===== config.mk =====
export PLATFORM = sky130hd
export DESIGN_NAME = lives_manager
export DESIGN_NICKNAME = d
export VERILOG_FILES = /design/src/rtl/lives_manager.sv
export SDC_FILE = /design/constraint.sdc
export NUM_CORES = 1
export LEC_CHECK = 0
export ABC_AREA = 1
export BUFFER_PORTS_ARGS = -buffer_cell sky130_fd_sc_hd__buf_2
export CORE_MARGIN = 4
export CORE_UTILIZATION = 52
export CTS_CLUSTER_SIZE = 20
export DETAILED_ROUTE_END_ITERATION = 8
export PLACE_DENSITY = 0.85
export RECOVER_POWER = 100
export SYNTH_ARGS = -nofsm -noshare
export SYNTH_HDL_FRONTEND = slang
export SYNTH_SLANG_ARGS = --single-unit

===== constraint.sdc =====
create_clock -name clk -period 1.4 [get_ports clk]
set_input_delay 0.21 -clock clk [delete_from_list [all_inputs] [get_ports clk]]
set_output_delay 0.21 -clock clk [all_outputs]
set_load 0.03 [all_outputs]

===== src/rtl/lives_manager.sv =====
`default_nettype none
// ============================================================================
//  Module      : lives_manager
//  Description : Player life counter with post-hit invulnerability window,
//                sprite blink generation and life-lost event pulse.
//  Revision    : 1.0 - initial release
// ============================================================================
module lives_manager #(
    parameter int START_LIVES  = 3,
    parameter int MAX_LIVES    = 3,
    parameter int INVULN_TICKS = 90,
    parameter int BLINK_TICKS  = 8
) (
    input  logic       clk,
    input  logic       rst,
    input  logic       game_start,
    input  logic       hit,
    input  logic       heal,
    input  logic       tick,
    output logic [3:0] lives,
    output logic       invincible,
    output logic       blink,
    output logic       life_lost
);

    localparam int INV_W = (INVULN_TICKS < 2) ? 1 : $clog2(INVULN_TICKS + 1);
    localparam int BLK_W = (BLINK_TICKS  < 2) ? 1 : $clog2(BLINK_TICKS + 1);

    localparam logic [3:0]       c_start_lives = 4'(START_LIVES);
    localparam logic [3:0]       c_max_lives   = 4'(MAX_LIVES);
    localparam logic [INV_W-1:0] c_inv_load    = INV_W'(INVULN_TICKS);
    localparam logic [INV_W-1:0] c_inv_one     = INV_W'(1);
    localparam logic [BLK_W-1:0] c_blink_last  = BLK_W'(BLINK_TICKS - 1);

    typedef enum logic [1:0] {
        S_IDLE   = 2'd0,
        S_ALIVE  = 2'd1,
        S_INVULN = 2'd2,
        S_DEAD   = 2'd3
    } state_t;

    state_t           r_state;
    logic [3:0]       r_lives;
    logic [INV_W-1:0] r_inv_cnt;
    logic [BLK_W-1:0] r_blink_cnt;
    logic             r_blink;
    logic             r_invincible;
    logic             r_life_lost;

    state_t           w_state_nxt;
    logic [3:0]       w_lives_nxt;
    logic [INV_W-1:0] w_inv_cnt_nxt;
    logic [BLK_W-1:0] w_blink_cnt_nxt;
    logic             w_blink_nxt;
    logic             w_life_lost_nxt;
    logic [3:0]       w_lives_healed;
    logic [3:0]       w_lives_hit;

    // Saturating arithmetic keeps lives inside [0, MAX_LIVES] in every state.
    assign w_lives_healed = (r_lives >= c_max_lives) ? c_max_lives : r_lives + 4'd1;
    assign w_lives_hit    = (r_lives == 4'd0) ? 4'd0 : r_lives - 4'd1;

    always_comb begin
        w_state_nxt     = r_state;
        w_lives_nxt     = r_lives;
        w_inv_cnt_nxt   = r_inv_cnt;
        w_blink_cnt_nxt = r_blink_cnt;
        w_blink_nxt     = r_blink;
        w_life_lost_nxt = 1'b0;

        if (game_start) begin
            w_state_nxt     = S_ALIVE;
            w_lives_nxt     = c_start_lives;
            w_inv_cnt_nxt   = '0;
            w_blink_cnt_nxt = '0;
            w_blink_nxt     = 1'b0;
        end else begin
            case (r_state)
                S_IDLE: begin
                    w_lives_nxt = c_start_lives;
                end
                S_ALIVE: begin
                    if (hit) begin
                        w_lives_nxt     = w_lives_hit;
                        w_life_lost_nxt = 1'b1;
                        w_blink_cnt_nxt = '0;
                        w_blink_nxt     = 1'b0;
                        if (w_lives_hit == 4'd0) begin
                            w_state_nxt   = S_DEAD;
                            w_inv_cnt_nxt = '0;
                        end else begin
                            w_state_nxt   = S_INVULN;
                            w_inv_cnt_nxt = c_inv_load;
                        end
                    end else if (heal) begin
                        w_lives_nxt = w_lives_healed;
                    end
                end
                S_INVULN: begin
                    // A pending hit still outranks heal even though it is ignored here.
                    if (heal && !hit) begin
                        w_lives_nxt = w_lives_healed;
                    end
                    if (tick) begin
                        if (r_inv_cnt <= c_inv_one) begin
                            w_state_nxt     = S_ALIVE;
                            w_inv_cnt_nxt   = '0;
                            w_blink_cnt_nxt = '0;
                            w_blink_nxt     = 1'b0;
                        end else begin
                            w_inv_cnt_nxt = r_inv_cnt - c_inv_one;
                            if (r_blink_cnt >= c_blink_last) begin
                                w_blink_cnt_nxt = '0;
                                w_blink_nxt     = ~r_blink;
                            end else begin
                                w_blink_cnt_nxt = r_blink_cnt + BLK_W'(1);
                            end
                        end
                    end
                end
                S_DEAD: begin
                    w_lives_nxt = 4'd0;
                end
                default: begin
                    w_state_nxt = S_IDLE;
                    w_lives_nxt = c_start_lives;
                end
            endcase
        end
    end

    always_ff @(posedge clk) begin
        if (rst) begin
            r_state      <= S_IDLE;
            r_lives      <= c_start_lives;
            r_inv_cnt    <= '0;
            r_blink_cnt  <= '0;
            r_blink      <= 1'b0;
            r_invincible <= 1'b0;
            r_life_lost  <= 1'b0;
        end else begin
            r_state      <= w_state_nxt;
            r_lives      <= w_lives_nxt;
            r_inv_cnt    <= w_inv_cnt_nxt;
            r_blink_cnt  <= w_blink_cnt_nxt;
            r_blink      <= w_blink_nxt;
            r_invincible <= (w_state_nxt == S_INVULN);
            r_life_lost  <= w_life_lost_nxt;
        end
    end

    assign lives      = r_lives;
    assign invincible = r_invincible;
    assign blink      = r_blink;
    assign life_lost  = r_life_lost;

endmodule
`default_nettype wire


== Yosys cells after proc, flatten, opt, wreduce, memory -nomap -nowiden ==
Index checks and enable logic that the tools add are counted.

* Flip-flop bits (word level): 20
* Output and inout bits: 7

* Add/subtract/negate cells: 4
* $lt $le $gt $ge: 3
* Equality and inequality tests: 9
* Mux-type cells: 28
* Bitwise gates (word level): 2
* Reductions and logical operators: 11

{| class="wikitable"
|+ Operators with widths
! cell !! count
|-
| 4-bit 2-to-1 mux || 9
|-
| 7-bit 2-to-1 mux || 4
|-
| 4-bit one-hot mux with 4 select lines || 1
|-
| 7-bit one-hot mux with 2 select lines || 1
|-
| 4-bit by 1-bit adder with 4-bit output, second input constant || 2
|-
| 4-bit logical NOT || 2
|-
| 2-bit 2-to-1 mux || 4
|-
| 4-bit one-hot mux with 2 select lines || 1
|-
| 7-bit by 1-bit less-or-equal comparator with 1-bit output, second input constant || 1
|-
| 7-bit by 1-bit subtractor with 7-bit output, second input constant || 1
|-
| 2-bit equality test, second input constant || 3
|-
| 1-bit 2-to-1 mux || 6
|-
| 2-bit inequality test, second input constant || 3
|-
| 3-bit inequality test, second input constant || 2
|-
| 4-bit by 2-bit >= comparator with 1-bit output, second input constant || 1
|-
| 4-bit by 3-bit >= comparator with 1-bit output, second input constant || 1
|-
| 2-bit one-hot mux with 2 select lines || 1
|-
| 4-bit AND reduction || 1
|-
| 4-bit by 1-bit subtractor with 4-bit output, second input constant || 1
|-
| 3-bit AND reduction || 1
|-
| 3-bit OR reduction || 1
|-
| 2-bit by 1-bit equality test with 1-bit output, second input constant || 1
|-
| 2-bit logical NOT || 1
|-
| 1-bit inverter || 2
|-
| other kinds (6) || 6
|}

== Logic depth before layout (Yosys ltp) ==
Gate-level depths: netlist of run 1.

* Depth in word-level cells: 8
* Depth in mapped cells: 13

== Worst setup path after synthesis of run 1 ==
OpenSTA, ideal clock, no wires.

* Path kind: register to register
* Start point: register r_lives[0], in the netlist lives[0]
* End point: register r_invincible, in the netlist invincible
* Setup time: 0.112 ns
* Data arrival time: 1.527 ns
* Data required time: 1.288 ns
* Path slack: -0.239 ns
* Stages on the path, launching flop included: 13
* Path buffers: 0
* Cells stage by stage: dfxtp_1 > inv_1 > ha_1 > inv_1 > nand2_1 > o21ai_0 > nand2_1 > inv_1 > nand3_1 > nand2_1 > nand2_1 > nand2_1 > nor2_1

* Word-level cells in the longest chain between the ends: 8
* Elaborated cells between the ends (all ways): 9
* Classes of those cells: 1 x add/sub; 1 x eq/ne; 5 x mux; 2 x reduce/logical

{| class="wikitable"
|+ Ends and longest elaborated chain
! item !! RTL line !! RTL
|-
| start: declaration || 43 || <nowiki>logic [3:0] r_lives;</nowiki>
|-
| start signal: assignment || 135 || <nowiki>r_lives <= c_start_lives;</nowiki>
|-
| start signal: assignment || 143 || <nowiki>r_lives <= w_lives_nxt;</nowiki>
|-
| 4-bit by 1-bit subtractor with 4-bit output or 4-bit logical NOT (tied branches) || 61 || <nowiki>assign w_lives_hit = (r_lives == 4'd0) ? 4'd0 : r_lives - 4'd1;</nowiki>
|-
| 4-bit 2-to-1 mux * || 61 ||
|-
| 4-bit logical NOT * || 88 || <nowiki>if (w_lives_hit == 4'd0) begin</nowiki>
|-
| 1-bit 2-to-1 mux * || 88 ||
|-
| 2-bit 2-to-1 mux * || 83 || <nowiki>if (hit) begin</nowiki>
|-
| 2-bit one-hot mux with 2 select lines * || 78 || <nowiki>case (r_state)</nowiki>
|-
| 2-bit 2-to-1 mux * || 71 || <nowiki>if (game_start) begin</nowiki>
|-
| 2-bit equality test * || 147 || <nowiki>r_invincible <= (w_state_nxt == S_INVULN);</nowiki>
|-
| end signal: assignment || 147 ||
|-
| end: declaration || 47 || <nowiki>logic r_invincible;</nowiki>
|}

Mark *: on every way between the ends. The rest lies on a longest branch, timed or not.
A chain may end at the register's enable or synchronous reset.

== Worst setup path after layout of run 1 ==
* Start point: register r_inv_cnt[0]
* End point: register r_inv_cnt[1]

* Word-level cells in the longest chain between the ends: 4
* Elaborated cells between the ends (all ways): 5
* Classes of those cells: 1 x add/sub; 1 x order compare; 3 x mux

{| class="wikitable"
|+ Ends and longest elaborated chain
! item !! RTL line !! RTL
|-
| start: declaration || 44 || <nowiki>logic [INV_W-1:0] r_inv_cnt;</nowiki>
|-
| start signal: assignment || 144 || <nowiki>r_inv_cnt <= w_inv_cnt_nxt;</nowiki>
|-
| 7-bit by 1-bit subtractor with 7-bit output or 7-bit by 1-bit less-or-equal comparator with 1-bit output (tied branches) || 111, 105 ||
|-
| 7-bit 2-to-1 mux * || 105 || <nowiki>if (r_inv_cnt <= c_inv_one) begin</nowiki>
|-
| 7-bit 2-to-1 mux * || 104 || <nowiki>if (tick) begin</nowiki>
|-
| 7-bit one-hot mux with 2 select lines * || 78 ||
|}

Mark *: on every way between the ends. The rest lies on a longest branch, timed or not. The select of a mux whose other input is x is not followed.

==> flow_metrics.tcl, run 1 <==
set metrics [dict create \
    grt_setup_unrepaired "yes" \
    syn_area_um2 1290 \
    synth_sequential_area_ratio 0.309 \
    final.setup.worst_slack_ps -129 \
    class_of_the_most_critical_setup_path "reg2reg" \
    numCtsBuffers 3 \
    place.port_buffers 12 \
    synthDominantCellAreaShare 0.309 \
    setup.worst_path.start_class "register" \
    grt_use_total 0.221 \
    post_drt_wl_per_cell_um 16.3 \
    worst_clock_skew_ps 6.01 \
    fillers 145 \
    post-route-util 0.779 \
    area.growth.synth_to_final_pct 38.3 \
    post_synth_inst_count 185 \
    residual_drc_count 0 \
    dp_hpwl_um 2290 \
    top_area_cells_in_the_synthesized_netlist "sky130_fd_sc_hd__dfxtp_1 (31%), sky130_fd_sc_hd__nand2_1 (11%), sky130_fd_sc_hd__ha_1 (8.7%), sky130_fd_sc_hd__inv_1 (8.1%), sky130_fd_sc_hd__nand3_1 (6.6%)" \
    timing.slew.headroom 0.760 \
    reg_clk_slew_reported_paths_ps 130 \
    row_count 17 \
    status "finished, violations left" \
    grt_start_max_net_pins 13 \
    timing.final.hold_violations 0 \
    hold_path.class "in2reg" \
    timing.critical_path.arrival_ps 1770 \
    synth.largest_area_cell "sky130_fd_sc_hd__dfxtp_1" \
    number_of_synthesized_register_bits 20 \
    number_of_maximum_capacitance_violations 0 \
    layout_min_cycle_time_ps 1530 \
    violations "setup timing" \
    detail_route.first_pass.iterations 4 \
    clk_latency_ps 320 \
    final-setup-viol-count 15 \
    worst_margin_pin_slew_ps 358 \
    postRouteAntennaNets 0 \
    synth.net_count 200 \
    cts_tree "done" \
    fraction_of_layout_cells_with_a_size_suffix_above_1 0.438 \
    design.final.nets 235 \
    detail_route.iter0.violations 88 \
    endpoint_kind "register" \
    clock_sink_count 20 \
    holdBufCountCts 0 \
    pwr_density_cell_nw_per_um2 834 \
    vdd_ir_drop_max_v 0.000604 \
    number_of_antenna_violations_at_the_first_check_in_global_routing 0 \
    initial_utilization 0.564 \
    fin_crit_sh 1.09 \
    critical_path.max_fanout 7 \
    cts_htree_levels 1 \
    clockBufferDepth 2 \
    f_max_ghz 0.654 \
    timing.critical_path.required_ps 1640 \
    wire_length_of_the_first_global_routing_pass_um 5870 \
    antenna_cells_inserted 0 \
    cellLeakagePower_nw 0.765 \
    grt_pass1_vias 1382 \
    place_congestion 0.875 \
    chip_height_um 57.9 \
    yosys.cell_types.count 27 \
    routed_wirelength_um 4040 \
    die_area_um2 3350 \
    timing_max_transition_violations_final 0 \
    routed_via_density 5.89 \
    syn-mean-instance-area_um2 7.00 \
    io_pins 13 \
    post-place-ws_ps -144 \
    core_um2 2300 \
    detailroute.via_count 1456 \
    root_buffer "sky130_fd_sc_hd__clkbuf_4" \
    ys.warnings.count 0 \
    globalRouteOverflowTotal 0 \
    die_x_um 57.9 \
]
==> cells in the mapped netlist, drive strengths merged <==
cell,n
a21oi,14
nand3,19
a31oi,3
xor2,1
nor3,1
buf,2
a211oi,1
nand2,43
dfxtp,20
ha,9
nand4,4
nor2,16
o21ai,16
o21bai,2
clkbuf,1
inv,33
==> sequential cells by signal (all words and copies together) (netlist names) <==
name and count:
r_inv_cnt 7, lives 4, r_blink_cnt 4, r_state 2, blink 1, invincible 1
life_lost 1
==> repair_timing <==
item                                    CTS  global route
gates resized for setup                  22            46
hold endpoints to repair                  0             0
pin swaps                                 7            12
setup buffers                             7             0
endpoints found under the setup margin   18            18
==> logic make-up (layout without fill, tap and decap cells) <==
group,Yosys count,in the layout,share of synthesized area
simple gates,83,83,0.316
compound gates,36,36,0.165
buf+inv,36,70,0.116
flops,20,20,0.309
fa+ha+maj,9,9,0.0870
xor+xnor,1,1,0.00676
==> final timing paths <==
check                       from        endpoint  slack [ps]  depth (start not counted)
setup reg to reg    r_inv_cnt[0]    r_inv_cnt[1]        -130                          8
hold reg to reg   r_blink_cnt[2]  r_blink_cnt[2]         490                          2
hold / removal               rst      r_state[0]          40                          2
setup / recovery    r_inv_cnt[0]    r_inv_cnt[1]        -130                          8
==> placed cells by master (no fill, tap or decap), drive strengths merged <==
| master | instances |
|---|---|
| a211oi | 1 |
| nand2 | 43 |
| buf | 29 |
| dfxtp | 20 |
| nor2 | 16 |
| o21ai | 16 |
| o21bai | 2 |
| a21oi | 14 |
| inv | 33 |
| nand3 | 19 |
| bufinv | 1 |
| xor2 | 1 |
| clkbuf | 7 |
| nor3 | 1 |
| ha | 9 |
| a31oi | 3 |
| nand4 | 4 |
==> area by class of cell <==
cell class,count,area [um^2],area share
inverter,33,136,0.0762
clock buffer,3,22.5,0.0126
tap,28,35.0,0.0196
sequential,20,418,0.233
multi-input combinational,129,928,0.519
timing repair buffer,33,220,0.123
clock inverter,1,30.0,0.0168
==> report_power, final <==
part / total (mW) / leakage, nW / switching [mW] / internal, mW
Clock: 0.495 / 0.0279 / 0.206 / 0.290
Sequential: 0.603 / 0.164 / 0.0203 / 0.582
Combinational: 0.394 / 0.573 / 0.238 / 0.156
Total: 1.49 / 0.765 / 0.464 / 1.03
==> critical path, stage by stage, from the launching register on <==
cell	delay [ps]
sky130_fd_sc_hd__dfxtp_1	380
sky130_fd_sc_hd__inv_1	110
sky130_fd_sc_hd__nand2_1	150
sky130_fd_sc_hd__nand2_1	110
sky130_fd_sc_hd__nand2_4	130
sky130_fd_sc_hd__nand2_1	140
sky130_fd_sc_hd__nor2_1	170
sky130_fd_sc_hd__nor2_1	80
sky130_fd_sc_hd__a21oi_1	180
==> per-layer routing <==
metal	up-vias	routed length (um)	global-route usage
li1	669	-	-
met3	23	284	0.0267
met4	0	206	0.106
met1	682	1510	0.238
met2	82	2040	0.421
met5	-	0	0
==> metrics by stage <==
step / hold WS [ps] / std cells / cell area, um^2 / power, mW / TNS (ps)
2_1_floorplan: 272 / 185 / 1310 / 0.805 / 0
3_3_place_gp: 385 / 236 / 1480 / 0.879 / -125
3_5_place_dp: 394 / 236 / 1480 / 0.891 / -1400
4_1_cts: 46.8 / 247 / 1670 / 1.42 / -30.9
5_1_grt: 42.6 / 247 / 1790 / 1.55 / -2020
6_report: 41.0 / 247 / 1790 / 1.49 / -869
No activity file was read; power rests on OpenSTA's default activity.
==> run 2: changes to the inputs <==
==> constraint.sdc (replaced) <==
create_clock -name clk -period 1.4 [get_ports clk]
set_input_delay 0.21 -clock clk [delete_from_list [all_inputs] [get_ports clk]]
set_output_delay 0.21 -clock clk [all_outputs]
set_load 0.005 [all_outputs]
==> run 2 against run 1 <==
The flow still finishes with violations (setup timing). First-iteration DRC count down 35%. Combinational power is 1% lower. Sequential cell count stayed put. Design area is 0.77% higher. Sequential share of layout area down 0.32 points. Via count fell by 4.5%. Worst hold slack improved by 34 ps. Critical path depth is 1 lower. Power fell by 9.9%. Cell count grew 2.0%. Critical endpoint is now r_inv_cnt[2]. Largest power group unchanged.
==> flow_metrics.tcl, run 2 (synthesis gave the netlist of run 1 again) <==
set metrics [dict create \
    status "finished, violations left" \
    violations "setup timing" \
    number_of_maximum_capacitance_violations 0 \
    die_area_um2 3350 \
    p_total_mw 1.35 \
    largest_register_ffs 7 \
    number_of_antenna_violations_at_the_first_check_in_global_routing 0 \
    antenna_cells_inserted 0 \
    place.detailed.instances 245 \
    final-setup-viol-count 13 \
    final_common_cell "sky130_fd_sc_hd__nand2_1" \
    postRouteAntennaNets 0 \
    grt_pass1_vias 1259 \
    vdd_ir_drop_max_v 0.000709 \
    clk_latency_ps 310 \
    registers.top_by_ff_count "r_inv_cnt" \
    worst_r2r_endpoint "r_inv_cnt[2]" \
    critical_path.max_fanout 6 \
    dp_hpwl_um 2280 \
    detail_route.iter0.violations 57 \
    reg_clk_slew_reported_paths_ps 120 \
    grt_use_total 0.211 \
    path_buf_inv 2 \
    wire_length_of_the_first_global_routing_pass_um 5560 \
    worst_path_most_repeated_cell "sky130_fd_sc_hd__buf_6" \
    root_buffer "sky130_fd_sc_hd__clkbuf_4" \
    post_drt_wl_per_cell_um 15.1 \
    critPathTopFamily "flip-flops" \
    timing.critical_path.required_ps 1620 \
    globalRouteOverflowTotal 0 \
    setup.reg_to_reg.worst_slack_ps -100 \
    final.setup.worst_slack_ps -99.7 \
    area.growth.synth_to_final_pct 39.3 \
    mostFrequentLayoutCells "sky130_fd_sc_hd__nand2_1 (28), sky130_fd_sc_hd__buf_4 (22), sky130_fd_sc_hd__inv_1 (19)" \
    initial_utilization 0.564 \
    design.final.nets 240 \
    clockBufferDepth 2 \
    timing.critical_path.slowest_stage_cell "sky130_fd_sc_hd__dfxtp_4" \
    routed_via_density 5.52 \
    fillers 145 \
    layout_min_cycle_time_ps 1500 \
    numCtsBuffers 3 \
    fin_crit_sh 1.07 \
    hold_path.class "in2reg" \
    number_of_cell_instances_on_the_worst_register_to_register_path 7 \
    place.port_buffers 12 \
    cts_htree_levels 1 \
    whs_path_depth 2 \
    place_congestion 0.875 \
    timing.slew.headroom 0.772 \
    residual_drc_count 0 \
    die_x_um 57.9 \
    grt_setup_unrepaired "yes" \
    detail_route.first_pass.iterations 4 \
    critical_path_cell_count 7 \
    post_route_non_filler_standard_cell_count 252 \
    timing.critical_path.arrival_ps 1720 \
    pwr_density_cell_nw_per_um2 746 \
    timing_max_transition_violations_final 0 \
    regToRegStartpoint "r_state[1]" \
    cts_tree "done" \
    routed_wirelength_um 3810 \
    worst_clock_skew_ps 1.50 \
    clock_sink_count 20 \
    grt_start_max_net_pins 12 \
    io_pins 13 \
    crit_path_cell_trace "buf_6, ha_4, o21ai_4, buf_6, nand3_1, nand3_2, a21oi_2" \
    core_um2 2300 \
    endpoint_kind "register" \
    setup.worst_path.end "r_inv_cnt[2]" \
    origin_of_the_worst_setup_path "r_state[1]" \
    setup.worst_path.start_class "register" \
    fraction_of_layout_cells_with_a_size_suffix_above_1 0.473 \
    cellLeakagePower_nw 0.786 \
    row_count 17 \
    chip_height_um 57.9 \
    f_max_ghz 0.667 \
    detailroute.via_count 1390 \
    class_of_the_most_critical_setup_path "reg2reg" \
    cpPeakStageDelay_ps 380 \
    timing.final.hold_violations 0 \
    worst_margin_pin_slew_ps 341 \
]
==> run 2: cell types whose count changed in the layout (fill, tap and decap cells not counted), sizes merged <==
| cell | previous run | this run |
|---|---|---|
| clkbuf | 7 | 5 |
| bufinv | 1 | 0 |
| buf | 29 | 37 |
==> run 2: timing repair <==
action	in CTS	in global routing
resized for setup	21	48
endpoints found under the setup margin	18	19
buffers inserted	2	3
pin swaps	3	13
hold buffers	0	0
==> run 2: power breakdown <==
part / switching, mW / internal [mW] / leakage (nW)
clock: 0.196 / 0.159 / 0.0210
sequential: 0.0183 / 0.583 / 0.164
combinational: 0.220 / 0.169 / 0.601
==> run 2: worst min-delay path by stage <==
stage	startpoint	to	slack, ps
finish	rst	r_state[0]	70
global route	rst	r_state[0]	80
CTS	rst	r_state[0]	80
detailed placement	rst	r_state[0]	410
global placement	rst	r_state[0]	390
floorplan	rst	r_state[0]	270
==> run 2: through the flow <==
step	area, um^2	util	setup TNS (ps)	setup slack [ps]	hold WS [ps]
6_report	1800	0.785	-477	-99.7	74.6
5_1_grt	1800	0.785	-1560	-147	75.3
4_1_cts	1660	0.722	-16.2	-16.2	76.7
3_5_place_dp	1540	0.670	-1640	-148	411
3_3_place_gp	1540	0.670	-612	-65.8	386
2_1_floorplan	1300	-	0	6.41	272
==> run 2: layout make-up <==
| cell class | instances | area [um^2] | area share |
|---|---|---|---|
| sequential | 20 | 415 | 0.230 |
| tap | 28 | 35.0 | 0.0194 |
| inverter | 33 | 134 | 0.0742 |
| timing repair buffer | 38 | 269 | 0.149 |
| multi-input combinational | 129 | 915 | 0.507 |
| clock buffer | 4 | 36.3 | 0.0201 |
==> run 2: routing by layer <==
metal  track usage  routed length [um]  vias to the layer above
met5             0                   0                        -
li1              -                   -                      678
met4        0.0596                  63                        0
met3        0.0423                 155                        8
met1         0.247                1520                      661
met2         0.384                2070                       43
